`src/rtl/table_packer.sv`:
```
// Collects ROWS*COLS elements in row-major order and emits them as one packed word.
// Optional partial-table flush port enabled by defining TABLE_PACKER_FLUSH_EN.
module table_packer #(
    parameter int unsigned DATA_W = 8,
    parameter int unsigned ROWS   = 4,
    parameter int unsigned COLS   = 4
) (
    input  logic                             clk,
    input  logic                             rst,
    input  logic                             clr,
`ifdef TABLE_PACKER_FLUSH_EN
    input  logic                             flush,
`endif
    input  logic                             in_valid,
    output logic                             in_ready,
    input  logic [DATA_W-1:0]                in_data,
    output logic                             out_valid,
    input  logic                             out_ready,
    output logic [ROWS*COLS*DATA_W-1:0]      out_data,
    output logic [$clog2(ROWS*COLS):0]       fill_cnt
);

    localparam int unsigned N     = ROWS * COLS;
    localparam int unsigned IDX_W = $clog2(N);
    localparam int unsigned CNT_W = IDX_W + 1;

    typedef enum logic {
        FILL = 1'b0,
        FULL = 1'b1
    } state_e;

    state_e             state_q, state_d;
    logic [CNT_W-1:0]   fill_cnt_q, fill_cnt_d;
    logic [DATA_W-1:0]  elem_q [N];
    logic [DATA_W-1:0]  elem_d [N];

    // State, count and element registers
    always_ff @(posedge clk or posedge rst) begin
        if (rst) begin
            state_q    <= FILL;
            fill_cnt_q <= '0;
            for (int i = 0; i < N; i++) begin
                elem_q[i] <= '0;
            end
        end else begin
            state_q    <= state_d;
            fill_cnt_q <= fill_cnt_d;
            for (int i = 0; i < N; i++) begin
                elem_q[i] <= elem_d[i];
            end
        end
    end

    // Next-state: clr dominates; FILL writes at fill_cnt, FULL waits for the output handshake
    always_comb begin
        state_d    = state_q;
        fill_cnt_d = fill_cnt_q;
        for (int i = 0; i < N; i++) begin
            elem_d[i] = elem_q[i];
        end

        if (clr) begin
            state_d    = FILL;
            fill_cnt_d = '0;
            for (int i = 0; i < N; i++) begin
                elem_d[i] = '0;
            end
        end else begin
            case (state_q)
                FILL: begin
                    if (in_valid) begin
                        elem_d[fill_cnt_q[IDX_W-1:0]] = in_data;
                        fill_cnt_d = fill_cnt_q + CNT_W'(1);
                        if (fill_cnt_q == CNT_W'(N - 1)) begin
                            state_d = FULL;
                        end
                    end
`ifdef TABLE_PACKER_FLUSH_EN
                    // Partial table: pad the unwritten tail with zeros, keep the count
                    if (flush && (fill_cnt_d != '0)) begin
                        state_d = FULL;
                        for (int i = 0; i < N; i++) begin
                            if (CNT_W'(i) >= fill_cnt_d) begin
                                elem_d[i] = '0;
                            end
                        end
                    end
`endif
                end
                FULL: begin
                    if (out_ready) begin
                        state_d    = FILL;
                        fill_cnt_d = '0;
                    end
                end
                default: begin
                    state_d = FILL;
                end
            endcase
        end
    end

    // Element 0 lands in the most significant byte
    always_comb begin
        out_data = '0;
        for (int i = 0; i < N; i++) begin
            out_data[(N - 1 - i) * DATA_W +: DATA_W] = elem_q[i];
        end
    end

    assign in_ready  = (state_q == FILL);
    assign out_valid = (state_q == FULL);
    assign fill_cnt  = fill_cnt_q;

endmodule

```
`config.mk`:
```
export PLATFORM = sky130hd
export DESIGN_NAME = table_packer
export DESIGN_NICKNAME = d
export VERILOG_FILES = /design/src/rtl/table_packer.sv
export SDC_FILE = /design/constraint.sdc
export NUM_CORES = 1
export LEC_CHECK = 0
export ABC_CLOCK_PERIOD_IN_PS = 5150
export BUFFER_PORTS_ARGS = -buffer_cell sky130_fd_sc_hd__buf_2
export CORE_ASPECT_RATIO = 1.75
export CORE_MARGIN = 8
export CORE_UTILIZATION = 45
export CTS_BUF_LIST = sky130_fd_sc_hd__clkbuf_4
export DETAILED_ROUTE_END_ITERATION = 10
export PLACE_DENSITY = 0.79
export SETUP_SLACK_MARGIN = 0.3
export SLEW_MARGIN = 30
export SYNTH_ARGS = -nofsm -noshare
export SYNTH_HDL_FRONTEND = slang
export SYNTH_SLANG_ARGS = --single-unit
export TNS_END_PERCENT = 100
```
`constraint.sdc`:
```
create_clock -name clk -period 5.15 [get_ports clk]
set_input_delay 0.515 -clock clk [delete_from_list [all_inputs] [get_ports clk]]
set_output_delay 0.515 -clock clk [all_outputs]
set_load 0.01 [all_outputs]
```
==> flow_metrics.tcl, run 1 <==
set metrics [dict create \
    reg2reg_depth 4 \
    die_area_um2 15700 \
    die_x_um 98.3 \
    ys_ff_latch 134 \
    cts_setup_buffers 0 \
    synth-main-ff-cell "dfrtp_1" \
    finalNetCount 541 \
    sw_frac_of_total_pct 28.0 \
    fin_ws_ps 3000 \
    via_count 4042 \
    max_freq_mhz 465 \
    start_util_pct 46.1 \
    period_needed_ps 2150 \
    clk_pin_slew_ps 120 \
    grt_pass1_vias 4123 \
    clock_power_share_pct 35.7 \
    rows 52 \
    grt_max_degree 71 \
    finalSetupTns_ps 0 \
    synth.area.top_cells "dfrtp_1 63%, a22o_1 16%, a32o_1 2.6%, o2bb2ai_1 2.6%, and2_1 1.4%" \
    cts_resized 0 \
    worst_ir_drop_vdd_mv 0.173 \
    io_pins 148 \
    slowest_delay_ps 680 \
    track_usage_pct 19.9 \
    gp_congestion 0.792 \
    r2r-start "out_valid" \
    r2r-end "out_data[116]" \
    cap_violations 0 \
    yosysWarnings 0 \
    synth_top_cell_by_area "dfrtp_1" \
    slew_violations 0 \
    synth.distinct_cells 40 \
    combPwrFrac_pct 7.1 \
    grt_overflow 0 \
    clkLatencyLatePin_ps 520 \
    worst_slew_pin_slew_ps 838 \
    min_period_over_period_pct 41.8 \
    numCtsBuffers 17 \
    cts_sinks 134 \
    cpLargestDelayFamily "simple AND/OR/NAND/NOR gates" \
    intPower_mw 1.35 \
    antenna_found_initial 2 \
    cts_max_level 4 \
    powerDensity_nw_per_um2 295 \
    synth_cells 388 \
    wl_mm 15.8 \
    r2r_setup_slack_ps 3000 \
    relSlewSlack_pct 44.1 \
    dp_hpwl_mm 11.1 \
    ys_seq_area_share_pct 62.8 \
    arrival_ps 2600 \
    path_buf_inv 1 \
    drive_above_1_share_pct 37.7 \
    yosys.area.top_type_share_pct 62.8 \
    setup.worst_path.start_class "flip-flop" \
    finalHoldViolCount 0 \
    synth_edf_count 0 \
    syn_area_per_cell_um2 13.8 \
    firstDrtPassIters 5 \
    crit_path_cell_trace "nor3b_4 > buf_4 > and2_0 > a22o_1" \
    p_sw_mw 0.526 \
    cpMaxStageDelayCell "and2_0" \
    wl_per_cell_um 23.4 \
    p_total_mw 1.88 \
    async_reset_ff_share_pct 100 \
    cp-startpoint "out_valid" \
    io_buffers 147 \
    fin_skew_ps 12.7 \
    setup_viol 0 \
    postCtsHoldBufs 0 \
    cts_tree "yes" \
    leakage_nw 3.41 \
    critPathMaxFanout 29 \
    syn_nets 406 \
    die_y_um 160 \
    rsz0062_at_grt "no" \
    required_ps 5600 \
    status "finished clean" \
    vias_per_cell 6.01 \
    path_class "reg2reg" \
    clockBufferDepth 2 \
    drc_errors 0 \
    yosys-top-cells-count "134 x dfrtp_1, 98 x a22o_1, 16 x o2bb2ai_1" \
    drtIter0Drc 249 \
    synth_area_um2 5340 \
    ant_nets 0 \
    post-place-ws_ps 2710 \
    cts_root_buffer "clkbuf_4" \
    worstSetupEndpointType "flip-flop" \
    min_path_type "in2async" \
    seqPwrFrac_pct 57.1 \
    grt_pass1_wl_mm 24.3 \
    core_area_um2 11600 \
    area_growth_pct 19.1 \
    yosysMostFrequentCell "dfrtp_1" \
]
## metal layers
metal / vias to the layer above / share of wire, % / wire (um) / GRT usage, %
met1: 2084 / 39 / 6180 / 22.1
met4: 0 / 2.9 / 461 / 9.42
met3: 29 / 6.6 / 1040 / 6.70
li1: 1757 / - / - / -
met5: - / 0 / 0 / 0
met2: 172 / 51 / 8080 / 33.4
## cells in the final DEF (no fill, tap or decap), types with 2 or more instances in the layout
cell	count
buf_2	147
dfrtp_1	134
a22o_1	98
clkbuf_4	17
o2bb2ai_1	16
a32o_1	14
and2_1	12
nand2_1	11
a21oi_1	9
and2_4	6
nor2_1	5
ha_1	5
inv_6	5
nand3_1	4
nor2b_1	4
inv_1	4
a31oi_2	3
a31oi_1	3
a21oi_4	3
clkinv_4	3
diode_2	2
and3b_1	2
and3_1	2
nand2b_1	2
clkinv_2	2
inv_8	2
buf_4	2
## worst max path at each step
stage | end | slack, ps | cells after the start
6_report | out_data[116] | 3000 | 4
4_1_cts | fill_cnt[3] | 2980 | 1
2_1_floorplan | fill_cnt[0] | 1050 | 1
3_5_place_dp | out_data[4] | 2710 | 5
5_1_grt | out_data[116] | 2850 | 4
3_3_place_gp | out_data[108] | 2830 | 5
## stage by stage
step / utilization (%) / cell area [um^2] / cells / hold WS [ps]
global route: 54.9 / 6360 / 673 / 159
detailed placement: 52.5 / 6080 / 639 / 469
finish: 54.9 / 6360 / 673 / 146
global placement: 52.5 / 6080 / 639 / 470
CTS: 54.9 / 6350 / 671 / 129
floorplan: - / 5340 / 388 / 522
## area by class of cell
class | count | area [um^2]
Sequential cell | 134 | 3350
Antenna cell | 2 | 5.00
Clock inverter | 15 | 144
Clock buffer | 17 | 128
Inverter | 5 | 21.3
Multi-Input combinational cell | 216 | 1790
Tap cell | 135 | 169
Fill cell | 1030 | 5220
Timing Repair Buffer | 149 | 751
## power by group through the flow
stage | Clock (mW) | Sequential, mW | Combinational (mW)
after floorplan | 0 | 1.10 | 0.0842
after global placement | 0 | 1.09 | 0.131
final | 0.670 | 1.07 | 0.134
after CTS | 0.692 | 1.07 | 0.136
after global routing | 0.739 | 1.07 | 0.146
after detailed placement | 0 | 1.09 | 0.135
## logic make-up (layout without fill, tap and decap cells)
family          Yosys count  after routing  share of synthesized area, %
mux                       1              1                         0.211
simple gates             59             59                          6.91
other cells               0              2                             0
buf+inv                  38            186                          3.80
fa+ha+maj                 5              5                          1.17
compound gates          151            151                          25.1
flops                   134            134                          62.8
## registers in the layout, indices dropped and copies added (netlist names)
name and count:
out_data 128, out_valid 1, fill_cnt 5
No activity file was read; power rests on OpenSTA's default activity.
==> run 2, diff against run 1 <==
ABC_CLOCK_PERIOD_IN_PS = 2150   (was 5150)
clock period = 2.15 ns   (was 5.15 ns; I/O delays follow)
==> run 2 against run 1 <==
  * Global-route usage is 1.1 points higher
  * Power rose to 2.6 times the previous value
  * Largest power group unchanged
  * Worst hold slack worse by 5.3 ps
==> flow_metrics.tcl, run 2 (synthesized netlist as in run 1, its figures left out) <==
set metrics [dict create \
    setup.worst_path.start_class "flip-flop" \
    clock_power_share_pct 39.6 \
    max_freq_mhz 577 \
    grt_max_degree 135 \
    final_cells 691 \
    finalNetCount 560 \
    rows 52 \
    cts_tree "yes" \
    fin_util_pct 57.5 \
    die_y_um 160 \
    critPathMaxFanout 9 \
    cap_violations 0 \
    period_needed_ps 1730 \
    antenna_found_initial 1 \
    fillers 945 \
    min_to "fill_cnt[2]" \
    grt_overflow 0 \
    clkLatencyLatePin_ps 540 \
    wl_mm 16.1 \
    combPwrFrac_pct 7.4 \
    status "finished clean" \
    final_cell_mix "147 x buf_2, 133 x dfrtp_1, 98 x a22o_1" \
    seqPwrFrac_pct 53.0 \
    r2r-start "fill_cnt[0]" \
    powerDensity_nw_per_um2 728 \
    worst_ir_drop_vdd_mv 0.491 \
    grt_pass1_wl_mm 25.5 \
    cts_root_buffer "clkbuf_4" \
    die_area_um2 15700 \
    start_util_pct 46.1 \
    r2r_setup_slack_ps 420 \
    post-place-ws_ps 266 \
    grt_pass1_vias 4419 \
    drc_errors 0 \
    die_x_um 98.3 \
    wl_per_cell_um 23.3 \
    track_usage_pct 21.0 \
    clk_pin_slew_ps 120 \
    min_period_over_period_pct 80.6 \
    numCtsBuffers 17 \
    io_buffers 147 \
    reg2reg_depth 5 \
    core_area_um2 11600 \
    gp_congestion 0.841 \
    final_common_cell "buf_2" \
    dp_hpwl_mm 11.3 \
    r2r-end "fill_cnt[4]" \
    relSlewSlack_pct 52.1 \
    vias_per_cell 6.01 \
    drive_above_1_share_pct 40.5 \
    worst_slew_pin_slew_ps 718 \
    sw_frac_of_total_pct 25.9 \
    drtIter0Drc 266 \
    finalHoldViolCount 0 \
    cts_max_level 4 \
    cts_sinks 134 \
    fin_ws_ps 416 \
    via_count 4156 \
    largest_register_ffs 128 \
    worstSetupEndpointType "flip-flop" \
    setup_viol 0 \
    io_pins 148 \
    finalSetupTns_ps 0 \
    path_class "reg2reg" \
    leakage_nw 3.53 \
    whs_path_depth 4 \
    place_inst 647 \
    hold_start "in_valid" \
    firstDrtPassIters 5 \
    fin_skew_ps 11.8 \
    intPower_mw 3.59 \
    ant_nets 0 \
    required_ps 2620 \
    arrival_ps 2200 \
    min_path_type "in2reg" \
    clockBufferDepth 2 \
    p_sw_mw 1.26 \
    slew_violations 0 \
    area_growth_pct 24.7 \
    rsz0062_at_grt "yes" \
]
run 2: worst max-delay path: stages (launching register included):
cell	delay, ps
dfrtp_1	470
ha_1	310
and3_2	320
ha_1	290
nand2b_1	140
a21oi_1	130
run 2: worst max path at each step:
stage                     depth (start not counted)  slack [ps]             to        start
after CTS                                         4         270  out_data[100]  fill_cnt[0]
after detailed placement                          5         270  out_data[104]  fill_cnt[0]
final                                             5         420    fill_cnt[4]  fill_cnt[0]
after floorplan                                   1         270    fill_cnt[0]          rst
after global placement                            4         340   out_data[70]  fill_cnt[0]
after global routing                              5         290  out_data[107]  fill_cnt[0]
run 2: power by group through the flow:
stage	clock network [mW]	registers [mW]	logic, mW
after floorplan	0	2.62	0.202
after global placement	0	2.62	0.324
after detailed placement	0	2.62	0.335
after CTS	1.94	2.57	0.350
after global routing	2.05	2.57	0.394
final	1.92	2.57	0.359
run 2: layer usage:
layer / vias to the layer above / track usage, % / part of all wire (%)
li1: 1795 / - / -
met1: 2116 / 23.6 / 38
met5: - / 0 / 0
met3: 35 / 6.57 / 7.7
met2: 210 / 34.8 / 51
met4: 0 / 11.0 / 3.3
run 2: metrics by stage:
stage / hold WS [ps] / power (mW) / cell area, um^2
final: 140 / 4.85 / 6660
after global placement: 468 / 2.94 / 6160
after global routing: 122 / 5.02 / 6660
after floorplan: 366 / 2.83 / 5340
after CTS: 89.2 / 4.86 / 6590
after detailed placement: 468 / 2.95 / 6160
run 2: layout make-up:
cell class                      instances  area [um^2]  area share (%)
Antenna cell                            1         2.50          0.0376
Clock buffer                           17          128            1.92
Clock inverter                         15          201            3.03
Inverter                                5         22.5           0.338
Multi-Input combinational cell        216         1840            27.6
Sequential cell                       134         3350            50.4
Tap cell                              135          169            2.54
Timing Repair Buffer                  168          941            14.1
run 2: timing repair:
action / in CTS / in global routing
hold buffers: 9 / 0
setup endpoints to repair: 35 / 94
buffers inserted: 0 / 2
pin swaps: 0 / 2
endpoints found under the hold margin: 152 / 0
resized for setup: 4 / 9
